==> config.mk <==
export PLATFORM = sky130hd
export DESIGN_NAME = afe_sequence_engine_flat
export DESIGN_NICKNAME = d
export VERILOG_FILES = /design/src/rtl/afe_sequence_engine_if.sv /design/src/rtl/afe_sequence_engine.sv /design/src/flat_wrapper.sv
export SDC_FILE = /design/constraint.sdc
export NUM_CORES = 1
export LEC_CHECK = 0
export BUFFER_PORTS_ARGS = -buffer_cell sky130_fd_sc_hd__buf_2
export CORE_AREA = 2 2 80 82
export CTS_CLUSTER_SIZE = 30
export DETAILED_ROUTE_END_ITERATION = 16
export DIE_AREA = 0 0 82 84
export GPL_TIMING_DRIVEN = 0
export HOLD_SLACK_MARGIN = 0.03
export SLEW_MARGIN = 20
export SYNTH_ARGS = -nofsm -noshare
export SYNTH_HDL_FRONTEND = slang
export SYNTH_SLANG_ARGS = --single-unit
==> constraint.sdc <==
create_clock -name clk -period 3.6 [get_ports clk]
set_input_delay 0.72 -clock clk [delete_from_list [all_inputs] [get_ports clk]]
set_output_delay 0.72 -clock clk [all_outputs]
set_load 0.01 [all_outputs]
==> src/rtl/afe_sequence_engine_if.sv <==
// ---------------------------------------------------------------------------
// afe_sequence_engine_if
//   Bundles the sequencer's control, ROM and serial-shifter signals.
//
//   Signals:
//     enable            level, high runs the sequence, low aborts to IDLE
//     serial_ready      serial shifter idle and able to accept a transaction
//     rom_data          ROM word {opcode, payload}, one cycle after address
//     rom_address       current ROM address
//     afe_command       payload of the last SEND
//     start_transaction one-cycle pulse to the serial shifter
//     busy/done/error   sequencer status
//     send_count        SENDs issued since the last start (saturating)
//     fsm_state         debug view of the sequencer state register
//
//   Modports:
//     master  the sequencer (drives rom_address, afe_command, status)
//     slave   the surrounding logic (drives enable, serial_ready, rom_data)
//
//   Handshake: start_transaction is only ever raised from a state that was
//   entered after serial_ready was sampled high, so one pulse corresponds to
//   exactly one accepted transaction; serial_ready is ignored everywhere
//   except while waiting for the next fetch.
// ---------------------------------------------------------------------------
interface afe_sequence_engine_if #(
   parameter int ADDR_W    = 8,
   parameter int PAYLOAD_W = 20,
   parameter int OP_W      = 4,
   parameter int CNT_W     = 16
);
   logic                      enable;
   logic                      serial_ready;
   logic [OP_W+PAYLOAD_W-1:0] rom_data;
   logic [ADDR_W-1:0]         rom_address;
   logic [PAYLOAD_W-1:0]      afe_command;
   logic                      start_transaction;
   logic                      busy;
   logic                      done;
   logic                      error;
   logic [CNT_W-1:0]          send_count;
   logic [3:0]                fsm_state;

   modport master (
      input  enable, serial_ready, rom_data,
      output rom_address, afe_command, start_transaction,
             busy, done, error, send_count, fsm_state
   );

   modport slave (
      output enable, serial_ready, rom_data,
      input  rom_address, afe_command, start_transaction,
             busy, done, error, send_count, fsm_state
   );
endinterface

==> src/rtl/afe_sequence_engine.sv <==
// ---------------------------------------------------------------------------
// afe_sequence_engine
//   ROM-driven command sequencer for the AFE serial configuration path.
//   Walks a synchronous command ROM and issues SEND words to the serial
//   shifter one at a time, paced by serial_ready. Supports END, SEND,
//   DELAY and JUMP opcodes, an illegal-opcode / address-overrun error exit
//   and a saturating SEND counter.
//
//   Ports:
//     clk    system clock
//     reset  synchronous, active-high
//     bus    afe_sequence_engine_if.master (see interface file)
//
//   Optional feature macro: AFE_SEQ_DELAY_EN
//     defined   DELAY opcode, countdown register and DELAY state present
//     undefined opcode 0x2 decodes as illegal and ends in ERROR
//
//   fsm_state encoding (declaration order): IDLE=0 WAIT=1 FETCH=2 DECODE=3
//   TRIGGER=4 GAP=5 DELAY=6 DONE=7 ERROR=8.
// ---------------------------------------------------------------------------
module afe_sequence_engine #(
   parameter int ADDR_W     = 8,
   parameter int PAYLOAD_W  = 20,
   parameter int OP_W       = 4,
   parameter int DELAY_W    = 16,
   parameter int GAP_CYCLES = 1,
   parameter int CNT_W      = 16
) (
   input logic                  clk,
   input logic                  reset,
   afe_sequence_engine_if.master bus
);

   if (PAYLOAD_W < ADDR_W || PAYLOAD_W < DELAY_W || GAP_CYCLES < 1) begin : g_param_check
      $error("afe_sequence_engine: illegal parameter combination");
   end

   typedef enum logic [3:0] {
      S_IDLE,
      S_WAIT,
      S_FETCH,
      S_DECODE,
      S_TRIGGER,
      S_GAP,
      S_DELAY,
      S_DONE,
      S_ERROR
   } state_t;

   localparam logic [OP_W-1:0] OP_END   = OP_W'(0);
   localparam logic [OP_W-1:0] OP_SEND  = OP_W'(1);
   localparam logic [OP_W-1:0] OP_DELAY = OP_W'(2);
   localparam logic [OP_W-1:0] OP_JUMP  = OP_W'(3);

   localparam int GAP_W = (GAP_CYCLES > 1) ? $clog2(GAP_CYCLES) : 1;
   localparam logic [GAP_W-1:0]  GAP_LAST  = GAP_W'(GAP_CYCLES - 1);
   localparam logic [ADDR_W-1:0] ADDR_LAST = '1;
   localparam logic [CNT_W-1:0]  CNT_MAX   = '1;

   state_t                state;
   logic [ADDR_W-1:0]     rom_address;
   logic [PAYLOAD_W-1:0]  afe_command;
   logic [CNT_W-1:0]      send_count;
   logic [GAP_W-1:0]      gap_cnt;
`ifdef AFE_SEQ_DELAY_EN
   logic [DELAY_W-1:0]    delay_cnt;
`endif

   logic [OP_W-1:0]       opcode;
   logic [PAYLOAD_W-1:0]  payload;

   assign opcode  = bus.rom_data[OP_W+PAYLOAD_W-1 -: OP_W];
   assign payload = bus.rom_data[PAYLOAD_W-1:0];

   always_ff @(posedge clk) begin
      if (reset) begin
         state       <= S_IDLE;
         rom_address <= '0;
         afe_command <= '0;
         send_count  <= '0;
         gap_cnt     <= '0;
`ifdef AFE_SEQ_DELAY_EN
         delay_cnt   <= '0;
`endif
      end else if (!bus.enable) begin
         // Abort wins over every other transition; afe_command is kept so
         // the shifter's last word stays visible.
         state       <= S_IDLE;
         rom_address <= '0;
         send_count  <= '0;
      end else begin
         unique case (state)
            S_IDLE:  state <= S_WAIT;
            S_WAIT:  if (bus.serial_ready) state <= S_FETCH;
            S_FETCH: state <= S_DECODE;  // ROM read latency
            S_DECODE: begin
               unique case (opcode)
                  OP_END:  state <= S_DONE;
                  OP_SEND: begin
                     afe_command <= payload;
                     state       <= S_TRIGGER;
                  end
`ifdef AFE_SEQ_DELAY_EN
                  OP_DELAY: begin
                     delay_cnt <= payload[DELAY_W-1:0];
                     state     <= S_DELAY;
                  end
`endif
                  OP_JUMP: begin
                     rom_address <= payload[ADDR_W-1:0];
                     state       <= S_WAIT;
                  end
                  default: state <= S_ERROR;
               endcase
            end
            S_TRIGGER: begin
               if (send_count != CNT_MAX) send_count <= send_count + CNT_W'(1);
               gap_cnt <= GAP_LAST;
               state   <= S_GAP;
            end
            S_GAP: begin
               if (gap_cnt == '0) begin
                  // The address never wraps: stepping past the last word is
                  // an overrun and the address stays on the last word.
                  if (rom_address == ADDR_LAST) begin
                     state <= S_ERROR;
                  end else begin
                     rom_address <= rom_address + ADDR_W'(1);
                     state       <= S_WAIT;
                  end
               end else begin
                  gap_cnt <= gap_cnt - GAP_W'(1);
               end
            end
            S_DELAY: begin
`ifdef AFE_SEQ_DELAY_EN
               // A count of N spends N+1 cycles here.
               if (delay_cnt == '0) begin
                  if (rom_address == ADDR_LAST) begin
                     state <= S_ERROR;
                  end else begin
                     rom_address <= rom_address + ADDR_W'(1);
                     state       <= S_WAIT;
                  end
               end else begin
                  delay_cnt <= delay_cnt - DELAY_W'(1);
               end
`else
               state <= S_ERROR;  // unreachable without the delay feature
`endif
            end
            S_DONE:  state <= S_DONE;
            S_ERROR: state <= S_ERROR;
            default: state <= S_ERROR;
         endcase
      end
   end

   // Status outputs are decoded straight from the state register.
   assign bus.rom_address       = rom_address;
   assign bus.afe_command       = afe_command;
   assign bus.send_count        = send_count;
   assign bus.start_transaction = (state == S_TRIGGER);
   assign bus.done              = (state == S_DONE);
   assign bus.error             = (state == S_ERROR);
   assign bus.busy              = !(state == S_IDLE || state == S_DONE || state == S_ERROR);
   assign bus.fsm_state         = state;

endmodule
==> src/flat_wrapper.sv <==
// flat-port wrapper written by rule: the top's interface ports become plain ports
module afe_sequence_engine_flat 
#(
   parameter int ADDR_W     = 8,
   parameter int PAYLOAD_W  = 20,
   parameter int OP_W       = 4,
   parameter int DELAY_W    = 16,
   parameter int GAP_CYCLES = 1,
   parameter int CNT_W      = 16
)
  (clk, reset, bus_enable, bus_serial_ready, bus_rom_data, bus_rom_address, bus_afe_command, bus_start_transaction, bus_busy, bus_done, bus_error, bus_send_count, bus_fsm_state);
  afe_sequence_engine_if #(.ADDR_W(ADDR_W), .PAYLOAD_W(PAYLOAD_W), .OP_W(OP_W), .CNT_W(CNT_W)) bus_i ();
  input logic clk;
  input logic reset;
  input wire logic [$bits(bus_i.enable)-1:0] bus_enable;
  input wire logic [$bits(bus_i.serial_ready)-1:0] bus_serial_ready;
  input wire logic [$bits(bus_i.rom_data)-1:0] bus_rom_data;
  output wire logic [$bits(bus_i.rom_address)-1:0] bus_rom_address;
  output wire logic [$bits(bus_i.afe_command)-1:0] bus_afe_command;
  output wire logic [$bits(bus_i.start_transaction)-1:0] bus_start_transaction;
  output wire logic [$bits(bus_i.busy)-1:0] bus_busy;
  output wire logic [$bits(bus_i.done)-1:0] bus_done;
  output wire logic [$bits(bus_i.error)-1:0] bus_error;
  output wire logic [$bits(bus_i.send_count)-1:0] bus_send_count;
  output wire logic [$bits(bus_i.fsm_state)-1:0] bus_fsm_state;
  assign bus_i.enable = bus_enable;
  assign bus_i.serial_ready = bus_serial_ready;
  assign bus_i.rom_data = bus_rom_data;
  assign bus_rom_address = bus_i.rom_address;
  assign bus_afe_command = bus_i.afe_command;
  assign bus_start_transaction = bus_i.start_transaction;
  assign bus_busy = bus_i.busy;
  assign bus_done = bus_i.done;
  assign bus_error = bus_i.error;
  assign bus_send_count = bus_i.send_count;
  assign bus_fsm_state = bus_i.fsm_state;
  afe_sequence_engine #(.ADDR_W(ADDR_W), .PAYLOAD_W(PAYLOAD_W), .OP_W(OP_W), .DELAY_W(DELAY_W), .GAP_CYCLES(GAP_CYCLES), .CNT_W(CNT_W)) u_core (.clk(clk), .reset(reset), .bus(bus_i));
endmodule
# == Word-level counts from Yosys, hierarchy flattened ==
# Index checks and enable logic that the tools add are counted.
# classes
add_sub_neg,3
n_eq_ne,15
muxes,11
bitwise,1
reduce_logical,13
# ops
cell,n
4-bit case mux with 7 select lines,1
8-bit 2-to-1 mux,3
16-bit by 1-bit adder with 16-bit output (second input constant),1
16-bit != test (second input constant),1
8-bit case mux with 2 select lines,1
4-bit by 2-bit == test with 1-bit output (second input constant),3
4-bit by 3-bit == test with 1-bit output (second input constant),3
4-bit 2-to-1 mux,3
4-bit case mux with 3 select lines,1
8-bit by 1-bit adder with 8-bit output (second input constant),1
4-bit by 1-bit == test with 1-bit output (second input constant),2
8-bit == test (second input constant),1
4-bit logical NOT,2
2-bit != test (second input constant),3
2-bit AND reduction,3
4-bit == test (second input constant),1
4-bit AND reduction,1
2-bit nonzero test,2
3-bit AND reduction,1
1-bit logical OR,2
2-bit by 1-bit != test with 1-bit output (second input constant),1
1-bit case mux with 2 select lines,1
2-bit OR reduction,1
1-bit logical NOT,1
3 further kinds,3
# totals
reg_bits,49
output_inout_bits,52
wordCells,48

# == Depth between registers and ports, before layout ==
# Gate-level depths: netlist of the first run.
# logic_depth
ltp_word,4
mapped_depth,8
depth_no_buf,6

# == Least setup slack after synthesis of the first run ==
# Ideal clock, no wire load.
# synth_path
kind,input to register
from,in bus_rom_data[21]
to,reg u_core.afe_command[0] (netlist: u_core.bus.afe_command[0])
setup_time_ps,132
arrival_time_ps,1765
required_time_ps,3468
setup_slack_ps,1703
cell_stages,5
n_path_buf,1
cell_sequence,or4_4 -> or2_1 -> buf_2 -> nand2_1 -> a21oi_1
# synth_between
elab_chain_len,2
# synth_rtl
element,line_no,source
from (decl),flat_wrapper.sv:17,input wire logic [$bits(bus_i.rom_data)-1:0] bus_rom_data;
4-bit by 1-bit == test with 1-bit output,afe_sequence_engine.sv:97,unique case (opcode)
3-bit AND reduction (no source line),n/a,
to (signal assigned),afe_sequence_engine.sv:100,afe_command <= payload;
to (decl),afe_sequence_engine.sv:62,logic [PAYLOAD_W-1:0] afe_command;
# Every way passes these cells.
# A chain may end at the register's enable or synchronous reset.

# == Worst setup path after layout of the first run ==
# layout_path
from,reg u_core.state[2] (netlist: u_core.bus.fsm_state[2])
to,out bus_start_transaction
# layout_between
elab_chain_len,1
# layout_rtl
element,line_no,source
from (decl),afe_sequence_engine.sv:60,state_t state;
from (signal assigned),afe_sequence_engine.sv:77,state <= S_IDLE;
from (signal assigned),afe_sequence_engine.sv:88,state <= S_IDLE;
from (signal assigned),afe_sequence_engine.sv:93,S_IDLE: state <= S_WAIT;
4-bit by 3-bit == test with 1-bit output,afe_sequence_engine.sv:163,assign bus.start_transaction = (state == S_TRIGGER);
to (decl),flat_wrapper.sv:20,output wire logic [$bits(bus_i.start_transaction)-1:0] bus_start_transaction;
# Every way passes these cells.

==> run summary, run 1 <==
1st-pass router iterations -> 4
H-tree depth -> 2
pin count of the biggest net entering global routing -> 14
cts hold-fix bufs -> 0
Post-CTS Setup Inserts -> 0
ys flop type -> dfxtp_1
Non-Filler Instances -> 452
placed instance count -> 445
Synth Cell Area -> 0.002318 mm2
die outline width -> 82 um
Synth Instances -> 289
first-pass GRT wire length -> 9735 um
Worst setup SP type -> register
Tot Pwr -> 0.8900 mW
GR Overflow Total -> 0
post-layout instance area -> 0.002888 mm2
Post-synth top cells -> nand2_1, dfxtp_1, a21oi_1
setup TNS -> 0 ns
Mean Syn Cell Area -> 8.022 um2
Core ar. -> 0.006096 mm2
Starting Density -> 38.03%
residual antenna-violating net count after detailed routing -> 0
hold path cells -> 2
status -> complete, no violations
top-count cell post-synth -> nand2_1
Hold WS -> 0.4526 ns
HP Class -> register to register
CP Data Arrival Time -> 1.46 ns
sequential area share after synthesis -> 41.45%
Min Clock Period, post-route -> 2.183 ns
Placement Cell Area -> 0.002810 mm2
HPWL Detailed -> 4423 um
synthesis-to-finish area growth -> 24.55%
IO Port Bufs -> 79
initial drt markers -> 114
flops & latches, synth -> 48
crit path kind -> register to output pin
CTS resizes -> 0
syn_nets -> 319
Layout Skew -> 0.005362 ns
CTS tree -> built
Vias -> 2278
clock slew at reported path FFs -> 0.09 ns
Finished Core Util -> 47.37%
P_leak -> 1.168 nW
GR Util All Layers -> 17.73%
Worst Path Required -> 2.88 ns
fmax -> 458.1 MHz
clk_lat worst skew -> 0.30 ns
WL final -> 5956 um
# setup viols final -> 0
root buf cell -> clkbuf_8
setup slack at placement -> 1.453 ns
Yosys top cell by area -> dfxtp_1
DRC viols -> 0
Slew Limit Fails -> 0
pwr/cell area -> 308.2 mW/mm2
CP Max Fanout -> 10
Die H -> 84 um
DR WL/cell -> 13.18 um
routability cong. -> 0.7693
fraction of layout cells with a size suffix above 1 -> 26.93%
fin nets -> 405
post-route setup slack -> 1.417 ns
Synth area leaders -> dfxtp_1, nand2_1, a21oi_1
max cap viols -> 0
slew at the pin closest to its max-slew limit -> 0.5343 ns
number of cell rows -> 29
clk sinks -> 48
vias per inst -> 5.040
met2 Use GR -> 26.68%
ANT cells -> 0
Bufs on Longest Clock Path -> 2
final hold violation count -> 0
maximum VDD drop -> 0.1973 mV
Num CTS Buffers -> 5
Synth async-reset ratio -> 0%
initial antenna violation count -> 0
GR peak layer -> met2
DIE AREA -> 0.006888 mm2
Worst Reg-to-Reg Cells -> 8
Yosys top cell area share -> 41.45%
RSZ-0062 raised after global routing -> no
Global Route met1 Usage -> 24.58%
Worst setup EP type -> output pin
number of global-route vias before repair -> 2061
Netlist cell types -> 46
number of enable flip-flop cells after synthesis -> 0
Final period util -> 60.64%
I/O pin count -> 80
Slew headroom -> 64.38%
met3 Use GR -> 4.654%
synth warn -> 0
-- layout make-up --
cell class / instances / area, um2
fillers: 634 / 3208
multi-input cells: 223 / 1254
flip-flops and latches: 48 / 960.9
repair buffers: 79 / 395.4
plain buffers: 16 / 96.34
well taps: 77 / 96.34
clock buffers: 6 / 72.57
inverters: 2 / 7.507
clock inverters: 1 / 5.005
-- layout by cell type, fill, tap and decap left out, types with 2 or more instances in the layout --
master / instances
o31ai_1: 2
and4_1: 2
mux2i_1: 3
o21ai_0: 16
a311oi_1: 2
or2_1: 2
nand2b_1: 3
nand4_1: 6
a21oi_1: 37
clkbuf_1: 6
inv_1: 2
nor2b_1: 6
nand2_1: 58
buf_4: 2
buf_2: 84
xnor2_1: 3
xor2_1: 6
and3_1: 5
nor2_1: 23
clkbuf_8: 5
or3_1: 6
nand3_1: 12
ha_1: 2
buf_6: 3
and2_1: 2
dfxtp_1: 48
nor3_1: 5
nor3b_1: 4
-- cells by family (layout without fill, tap and decap cells) --
group / Yosys count / in the layout / synth area share (%)
XOR/XNOR: 9 / 9 / 3.400
AO/OA/AOI/OAI: 69 / 69 / 18.08
AND/OR/NAND/NOR: 140 / 140 / 30.22
flip-flops: 48 / 48 / 41.45
adder cells (fa/ha/maj): 2 / 2 / 1.079
multiplexers: 3 / 3 / 1.295
buffers and inverters: 18 / 104 / 4.479
-- critical path, stage by stage (launching register included) --
cell     delay [ns]
dfxtp_1        0.36
buf_4          0.18
nor4b_4        0.41
buf_2          0.22
-- sequential cells by signal (all words and copies together), names as in the netlist --
| signal | cells |
|---|---|
| u_core.bus.afe_command | 20 |
| u_core.bus.fsm_state | 4 |
| u_core.bus.rom_address | 8 |
| u_core.bus.send_count | 16 |
-- path summary, 6_finish.rpt --
path                                                             start                                      to  slack, ns
worst max register to register    u_core.bus.fsm_state[2]$_SDFFE_PP0P_  u_core.bus.rom_address[0]$_SDFFE_PP0P_       1.66
worst max-delay path              u_core.bus.fsm_state[2]$_SDFFE_PP0P_                   bus_start_transaction       1.42
worst min register to register  u_core.bus.afe_command[5]$_SDFFE_PP0P_  u_core.bus.afe_command[5]$_SDFFE_PP0P_       0.45
worst min-delay path            u_core.bus.afe_command[5]$_SDFFE_PP0P_  u_core.bus.afe_command[5]$_SDFFE_PP0P_       0.45
-- per-layer routing --
layer | share of wire [%] | vias up
met5 | 0 | -
met4 | 1.3 | 0
met3 | 5.7 | 6
met2 | 44 | 58
met1 | 49 | 1030
li1 | - | 1184
-- where the power goes --
| group | internal [mW] | switching, mW |
|---|---|---|
| clock network | 0.132 | 0.174 |
| registers | 0.532 | 0.000932 |
| logic | 0.0220 | 0.0291 |
| total | 0.686 | 0.204 |
Note: power is estimated with default switching activity, not from simulation.
==> run 2, diff against run 1 <==
--- a/config.mk
+++ b/config.mk
@@ -12,6 +12,7 @@
 export DIE_AREA = 0 0 82 84
 export GPL_TIMING_DRIVEN = 0
 export HOLD_SLACK_MARGIN = 0.03
+export PLACE_DENSITY = 0.67
 export SLEW_MARGIN = 20
 export SYNTH_ARGS = -nofsm -noshare
 export SYNTH_HDL_FRONTEND = slang
==> constraint.sdc (replaced) <==
create_clock -name clk -period 1.9 [get_ports clk]
set_input_delay 0.38 -clock clk [delete_from_list [all_inputs] [get_ports clk]]
set_output_delay 0.38 -clock clk [all_outputs]
set_load 0.01 [all_outputs]
==> run summary, run 2 (same netlist as run 1, synthesis figures left out) <==
status -> complete, no violations
max cap viols -> 0 (unchanged)
clk sinks -> 48 (unchanged)
Largest register FFs -> 20 (unchanged)
post-layout instance area -> 0.003003 mm2 (+4.0%)
RSZ-0062 raised after global routing -> yes
GR Overflow Total -> 0 (unchanged)
Starting Density -> 38.03% (unchanged)
die outline width -> 82 um (unchanged)
Worst setup SP type -> register
vias per inst -> 5.196 (+3.1%)
commonest non-fill, non-tap cell in the layout -> buf_2
number of global-route vias before repair -> 2149 (+4.3%)
routability cong. -> 0.7953 (+3.4%)
Min Clock Period, post-route -> 1.817 ns
Slew Limit Fails -> 0 (unchanged)
root buf cell -> clkbuf_8
Core ar. -> 0.006096 mm2 (unchanged)
initial antenna violation count -> 0 (unchanged)
pwr/cell area -> 586.9 mW/mm2 (+90%)
worst r2r src -> u_core.bus.rom_address[0]$_SDFFE_PP0P_
Final period util -> 95.61%
Slew headroom -> 65.60% (+1.2 points)
CTS tree -> built
final hold violation count -> 0 (unchanged)
HP Class -> input port to register
Worst Path Required -> 2.07 ns (-0.81 ns)
DIE AREA -> 0.006888 mm2 (unchanged)
Placement Cell Area -> 0.002810 mm2 (unchanged)
H-tree depth -> 2 (unchanged)
clock slew at reported path FFs -> 0.09 ns (about the same)
CP Data Arrival Time -> 1.99 ns (+0.53 ns)
first-pass GRT wire length -> 10160 um (+4.3%)
clk_lat worst skew -> 0.30 ns (about the same)
pin count of the biggest net entering global routing -> 16 (+2)
Layout Skew -> 0.005969 ns (+0.0006068 ns)
CP Max Fanout -> 7 (-3)
DR WL/cell -> 13.31 um (+1.0%)
cts hold-fix bufs -> 0 (unchanged)
IO Port Bufs -> 79 (unchanged)
Worst setup EP type -> register
setup slack at placement -> -0.05659 ns (-1.510 ns)
slew at the pin closest to its max-slew limit -> 0.5160 ns (-0.01832 ns)
crit path kind -> register to register
Die H -> 84 um (unchanged)
GR Util All Layers -> 18.64% (+0.91 points)
post-route setup slack -> 0.08339 ns (-1.333 ns)
DRC viols -> 0 (unchanged)
Bufs on Longest Clock Path -> 2 (unchanged)
fraction of layout cells with a size suffix above 1 -> 31.07% (+4.1 points)
HPWL Detailed -> 4453 um (+0.67%)
1st-pass router iterations -> 4 (unchanged)
hold path startpoint -> bus_rom_data[8]
maximum VDD drop -> 0.3567 mV (+81%)
critical path startpoint -> u_core.bus.rom_address[0]$_SDFFE_PP0P_
most frequent cells in the layout -> buf_2, nand2_1, dfxtp_1, a21oi_1, nor2_1
residual antenna-violating net count after detailed routing -> 0 (unchanged)
fmax -> 550.5 MHz
initial drt markers -> 112 (-1.8%)
number of cell rows -> 29 (unchanged)
I/O pin count -> 80 (unchanged)
Top reg by flops -> u_core.bus.afe_command
WL final -> 6122 um (+2.8%)
top flop regs -> u_core.bus.afe_command: 20 flops, u_core.bus.send_count: 16 flops, u_core.bus.rom_address: 8 flops
synthesis-to-finish area growth -> 29.52%
P_leak -> 1.214 nW (+3.9%)
fin nets -> 412 (+1.7%)
Vias -> 2390 (+4.9%)
Num CTS Buffers -> 5 (unchanged)
Tot Pwr -> 1.762 mW (+98%)
# setup viols final -> 0 (unchanged)
ANT cells -> 0 (unchanged)
[run 2: critical path: stages, from the launching register on]
cell,delay [ns]
dfxtp_2,0.38
ha_1,0.22
nand3_1,0.12
o31a_2,0.39
or2_1,0.21
buf_4,0.16
mux2i_1,0.14
a21oi_1,0.07
[run 2: area by class of cell]
class,count,area (um2)
buffer,16,112.6
clock buffer,6,82.58
clock inverter,2,15.01
fill,602,3093
inverter,2,7.507
multi-input combinational,223,1271
sequential,48,969.7
tap,77,96.34
timing repair buffer,86,447.9
[run 2: metrics by stage]
step	hold WS (ns)	TNS [ns]	cells	utilization, %
CTS	0.2955	-0.01125	453	47.87
detailed placement	0.4443	-0.08255	445	46.10
global placement	0.4391	-0.02198	445	46.10
floorplan	0.4805	0	289	-
finish	0.3010	0	460	49.26
global route	0.3068	-0.06143	460	49.26
[run 2: path summary, 6_finish.rpt]
check / endpoint / slack [ns] / cells after the start
min: u_core.bus.afe_command[8]$_SDFFE_PP0P_ / 0.30 / 3
max reg2reg: u_core.bus.rom_address[0]$_SDFFE_PP0P_ / 0.08 / 7
max: u_core.bus.rom_address[0]$_SDFFE_PP0P_ / 0.08 / 7
min reg2reg: u_core.bus.afe_command[10]$_SDFFE_PP0P_ / 0.46 / 2
[run 2: where the power goes]
group	internal [mW]	switching [mW]
Sequential	1.01	0.00182
Combinational	0.0434	0.0572
Clock	0.295	0.357
[run 2: what timing repair did]
item	CTS	global route
endpoints found under the hold margin	0	0
pin swaps	1	2
setup endpoints to repair	6	39
gates resized for setup	3	16
buffers inserted	0	7
[run 2: layer usage]
| layer | vias to the layer above | wire, um | track usage [%] |
|---|---|---|---|
| met5 | - | 0 | 0 |
| met1 | 1104 | 2871 | 25.62 |
| li1 | 1202 | - | - |
| met4 | 0 | 71 | 5.000 |
| met3 | 6 | 426 | 5.195 |
| met2 | 78 | 2752 | 28.46 |
